[src/rtl/stream_arbiter.sv]
// stream_arbiter: round-robin, packet-locked merge of N valid/ready input
// streams into one registered output stream. A requester keeps the grant
// from its first beat up to and including the beat flagged with last, so
// packets from different producers never interleave downstream.
module stream_arbiter #(
  parameter  int WIDTH = 8,
  parameter  int N     = 4,
  localparam int GW    = $clog2(N)
) (
  input  logic                 clk,
  input  logic                 rst,
  input  logic [N*WIDTH-1:0]   in_data,
  input  logic [N-1:0]         in_valid,
  input  logic [N-1:0]         in_last,
  output logic [N-1:0]         in_ready,
  output logic [WIDTH-1:0]     out_data,
  output logic                 out_last,
  output logic [GW-1:0]        out_grant,
  output logic                 out_valid,
  input  logic                 out_ready,
  output logic                 busy
);

  typedef enum logic {
    IDLE = 1'b0,
    BUSY = 1'b1
  } state_e;

  state_e          state_q, state_d;
  logic [GW-1:0]   grant_q, grant_d;
  logic [GW-1:0]   lastGrant_q, lastGrant_d;
  logic [WIDTH-1:0] outData_q;
  logic            outLast_q;
  logic [GW-1:0]   outGrant_q;
  logic            outValid_q;

  logic [GW-1:0]   pick;
  logic            pickFound;
  logic [GW:0]     cand;
  logic            accept;
  logic            inXfer;

  // The granted requester may move a beat whenever the output register is
  // empty or being drained this cycle; this never looks at in_valid.
  assign accept = (state_q == BUSY) && (!outValid_q || out_ready);
  assign inXfer = accept && in_valid[grant_q];

  // Round-robin search starting one past the last served requester, with
  // wrap-around; cand is one bit wider so the sum never overflows.
  always_comb begin
    pick      = lastGrant_q;
    pickFound = 1'b0;
    cand      = '0;
    for (int k = 1; k <= N; k++) begin
      cand = {1'b0, lastGrant_q} + (GW+1)'(k);
      if (cand >= (GW+1)'(N)) begin
        cand = cand - (GW+1)'(N);
      end
      if (!pickFound && in_valid[cand[GW-1:0]]) begin
        pick      = cand[GW-1:0];
        pickFound = 1'b1;
      end
    end
  end

  // State register together with the grant bookkeeping.
  always_ff @(posedge clk or posedge rst) begin
    if (rst) begin
      state_q     <= IDLE;
      grant_q     <= '0;
      lastGrant_q <= GW'(N-1);
    end else begin
      state_q     <= state_d;
      grant_q     <= grant_d;
      lastGrant_q <= lastGrant_d;
    end
  end

  // Next state: arbitrate in IDLE, hold the grant until the last beat moves.
  always_comb begin
    state_d     = state_q;
    grant_d     = grant_q;
    lastGrant_d = lastGrant_q;
    case (state_q)
      IDLE: begin
        if (pickFound) begin
          grant_d = pick;
          state_d = BUSY;
        end
      end
      BUSY: begin
        if (inXfer && in_last[grant_q]) begin
          lastGrant_d = grant_q;
          state_d     = IDLE;
        end
      end
      default: state_d = IDLE;
    endcase
  end

  // Outputs decoded from state: only the granted lane may see ready.
  always_comb begin
    in_ready = '0;
    busy     = 1'b0;
    if (state_q == BUSY) begin
      busy              = 1'b1;
      in_ready[grant_q] = accept;
    end
  end

  // Output register: load on input transfer, empty on a drain with no refill.
  always_ff @(posedge clk or posedge rst) begin
    if (rst) begin
      outData_q  <= '0;
      outLast_q  <= 1'b0;
      outGrant_q <= '0;
      outValid_q <= 1'b0;
    end else if (inXfer) begin
      outData_q  <= in_data[grant_q*WIDTH +: WIDTH];
      outLast_q  <= in_last[grant_q];
      outGrant_q <= grant_q;
      outValid_q <= 1'b1;
    end else if (outValid_q && out_ready) begin
      outValid_q <= 1'b0;
    end
  end

  assign out_data  = outData_q;
  assign out_last  = outLast_q;
  assign out_grant = outGrant_q;
  assign out_valid = outValid_q;

endmodule

[config.mk]
export PLATFORM = sky130hd
export DESIGN_NAME = stream_arbiter
export DESIGN_NICKNAME = d
export VERILOG_FILES = /design/src/rtl/stream_arbiter.sv
export SDC_FILE = /design/constraint.sdc
export NUM_CORES = 1
export LEC_CHECK = 0
export CORE_MARGIN = 4
export CORE_UTILIZATION = 38
export DETAILED_ROUTE_END_ITERATION = 7
export GPL_TIMING_DRIVEN = 0
export HOLD_SLACK_MARGIN = 0.06
export PLACE_DENSITY = 0.8
export SETUP_SLACK_MARGIN = 0.05
export SYNTH_ARGS = -nofsm -noshare
export SYNTH_HDL_FRONTEND = slang
export SYNTH_SLANG_ARGS = --single-unit
[constraint.sdc]
create_clock -name clk -period 1.8 [get_ports clk]
set_input_delay 0.27 -clock clk [delete_from_list [all_inputs] [get_ports clk]]
set_output_delay 0.27 -clock clk [all_outputs]
set_load 0.01 [all_outputs]
==> results.txt <==
----------------------------------------------------
[Power]
  Internal Power ... 0.001820 W
  Power Density ... 1555 mW/mm^2
  Static Leak ... 0.7516 nW
  Sequential Power Share ... 26.0%
  Total power of the final layout ... 0.002752 W
  Share of total power in the clock network ... 7.6%
  Fraction of power spent switching nets ... 33.89%
  Net switching power ... 0.0009327 W
  Logic gate share of total power ... 66.4%
  Peak VDD IR ... 1039 uV

[CTS]
  Inserted Clock Buffers ... 3
  Clock transition time at the flip-flop clock pins of the worst setup and hold paths ... 0.10 ns
  Maximum level of the CTS H-tree ... 1
  CTS Hold Bufs ... 0
  Clock Tree Buf Depth ... 2
  Clock tree from TritonCTS ... yes
  # clock sinks ... 17
  Clock Latency Late Sink ... 0.30 ns
  Root buffer cell ... clkbuf_4

[Critical path]
  Critical-path maximum fanout ... 10
  Capture point of the worst reg-to-reg path ... out_data[0]$_DFFE_PP0P_
  WP data arrival ... 1.90 ns
  R2R depth ... 5
  Path type of the worst setup path ... in2reg
  Kind of end point of the critical path ... flip-flop
  Beginning of the worst register-to-register path ... grant_q[1]$_DFFE_PP0P_
  Data required time of the worst path ... 1.99 ns
  Setup slack on the worst flop-to-flop path ... 0.09 ns
  Startpoint kind of the worst setup timing path ... primary input

[Finish]
  Count of filler cells inserted in the layout ... 204
  Storage element area ... 427.9 sq um
  # diodes ... 0
  Layout Nets ... 189
  Layout cell share with drive strength beyond 1 ... 30.34%
  Final core utilization ... 68.96%
  Signed area change from the synthesized netlist to the final layout ... 65.69%
  Area of the multi-input gates ... 581.8 sq um
  Post-route non-filler standard cell count ... 175

[Timing]
  Final period demand of the worst path ... 1.714 ns
  Crit share post-route ... 95.21%
  Final setup violating endpoints ... 0
  Pin slew with the least headroom to its limit ... 0.6385 ns
  Fmax ... 583.5 MHz
  Unrepaired setup endpoints after global routing ... yes
  Final Hold Vio Count ... 0
  Max Clock Skew ... 0.008266 ns
  Final-layout worst hold slack ... 0.3540 ns
  Final Max Slew Viols ... 0
  Worst slew slack as a fraction of its limit ... 57.39%

[Routing]
  Final WL ... 2955 um
  Detailed-route DRC error count ... 0
  Initial DRC count ... 28
  Per-cell via count in the routed design ... 5.354
  Mean routed wirelength per cell ... 16.89 um
  Pre-antenna DRT Iters ... 4
  Number of vias in the routed layout ... 937
  Post-DRT Antenna Nets ... 0

[Floorplan]
  Total Die Area ... 0.003724 sq mm
  Rows ... 18
  Starting Density ... 41.62%
  Vertical die dimension ... 61.03 um
  IO Count ... 60
  Core Box Area ... 0.002567 sq mm
  Width of the die ... 61.03 um

[Placed design]
  HPWL after detailed placement ... 2314 um
  Number of input and output port buffers inserted ... 59
  Cell Count Post-Placement ... 167
  Final estimated routing congestion in global placement ... 0.7135

[Global routing]
  Maximum number of pins on one net before global-route repair ... 18
  Antenna violations before repair ... 0
  Global-route wire length before repair ... 4388 um
  Overflow after GRT ... 0
  Number of global-route vias before repair ... 898
  Overall Global Routing Usage ... 16.22%

[Min path]
  Hold crit path type ... in2async

[Job]
  Max_cap viols ... 0

[Synthesis]
  Synth Cell Area ... 0.001069 sq mm
  Post-Syn Nets ... 121
  Syn. warnings ... 0
  Average footprint of a synthesized cell ... 13.70 sq um
  Share of synthesized area occupied by flip-flops and latches ... 40.05%
  Number of standard cells after synthesis ... 78
  Number of distinct library cells after synthesis ... 32
  Count of state elements after synthesis ... 17

[Outcome]
  Run status ... complete, no violations

----------------------------------------------------
==> power by group through the flow <==
stage	Sequential (W)	Clock, W	Combinational [W]
4_1_cts	0.000710	0.000221	0.00178
3_3_place_gp	0.000702	0	0.00174
5_1_grt	0.000741	0.000236	0.00197
2_1_floorplan	0.000773	0	0.00104
6_report	0.000716	0.000210	0.00183
3_5_place_dp	0.000713	0	0.00176
==> how the worst max path moves through the flow <==
stage / start / end / cells after the start
global route: grant_q[1]$_DFFE_PP0P_ / in_ready[2] / 5
global placement: in_valid[3] / out_data[5]$_DFFE_PP0P_ / 5
CTS: grant_q[0]$_DFFE_PP0P_ / in_ready[0] / 4
finish: in_valid[3] / out_data[0]$_DFFE_PP0P_ / 5
detailed placement: out_ready / in_ready[3] / 5
floorplan: grant_q[1]$_DFFE_PP0P_ / out_data[0]$_DFFE_PP0P_ / 5
==> layout make-up <==
class                   count  area share (%)
well taps                  30           2.120
multi-input cells          52           32.86
inverters                   3          0.6360
plain buffers               6           4.170
clock buffers               3           1.272
repair buffers             63           34.49
flip-flops and latches     17           24.17
clock inverters             1          0.2827
==> per-layer routing <==
metal	up-vias	global-route usage [%]	wire length, um
li1	432	-	-
met1	462	19.76	1129
met2	39	27.79	1502
met3	4	4.822	291
met4	0	4.644	31
met5	-	0	0
==> synth_stat cells <==
master      n  area share, %
a41oi_1     1           0.82
nor2_1      5            1.8
nand2_1     3            1.1
nor4_1      1           0.59
mux4_2      9             19
dfstp_2     2            4.9
mux2_2      4            4.2
nor2b_1     4            2.3
o2bb2ai_1   1           0.82
buf_2       1           0.47
nand2b_1    1           0.59
clkbuf_1    1           0.35
nor3_1      2           0.94
nand3_1     1           0.47
mux4_1      1            2.5
o21a_1      1           0.70
buf_4       2            1.4
nand3b_1    1           0.70
nand4_1     1           0.59
inv_1       3            1.1
nand3_2     1           0.94
buf_6       1            1.1
a21boi_0    1           0.70
a21bo_2     1           0.94
mux2i_1     1           0.94
o21ai_0     2           0.94
dfrtp_1    15             35
o31ai_1     1           0.70
mux2_4      7            9.8
o21bai_1    1           0.70
o221a_2     1            1.1
buf_12      1            1.9
==> state kept, by name (all words and copies together), names as in the netlist <==
| register | cells |
|---|---|
| out_data | 8 |
| grant_q | 2 |
| lastGrant_q | 2 |
| out_grant | 2 |
| out_last | 1 |
| out_valid | 1 |
| state_q | 1 |
==> metrics by stage <==
| step | cell area [sq um] | TNS [ns] | setup slack [ns] |
|---|---|---|---|
| 2_1_floorplan | 1069 | 0 | 0.1862 |
| 3_3_place_gp | 1697 | -3.114 | -0.2340 |
| 3_5_place_dp | 1697 | -3.226 | -0.2525 |
| 4_1_cts | 1739 | 0 | 0.05617 |
| 5_1_grt | 1770 | 0 | 0.007379 |
| 6_report | 1770 | 0 | 0.08616 |
==> cell usage in the layout, fill, tap and decap left out, types with 2 or more instances in the layout <==
cell             instances
nor3_1                   2
dfrtp_1                 15
mux4_2                   9
buf_6                    3
nand3_2                  2
clkbuf_4                 3
o21ai_0                  2
inv_1                    3
nor2_1                   5
nor2b_1                  4
nand2_1                  3
clkbuf_2                 2
dfstp_2                  2
mux2_4                   7
clkdlybuf4s50_1         55
buf_4                    4
mux2_2                   4
==> critical path, cell delays in order <==
cell	delay, ns
clkdlybuf4s50_1	0.50
mux4_2	0.53
nand3_2	0.14
buf_12	0.15
mux2_4	0.30
==> cells by family after synthesis <==
group | count (synthesis) | synth area share, %
flops | 17 | 40.05
compound gates | 10 | 7.378
mux | 22 | 36.42
simple gates | 20 | 9.954
buf+inv | 9 | 6.205
==> repair_timing <==
action,in CTS,in global routing
endpoints found under the setup margin,4,11
buffers inserted,0,4
gates resized for setup,17,4
endpoints found under the hold margin,0,0
(Power assumes the default switching activity.)
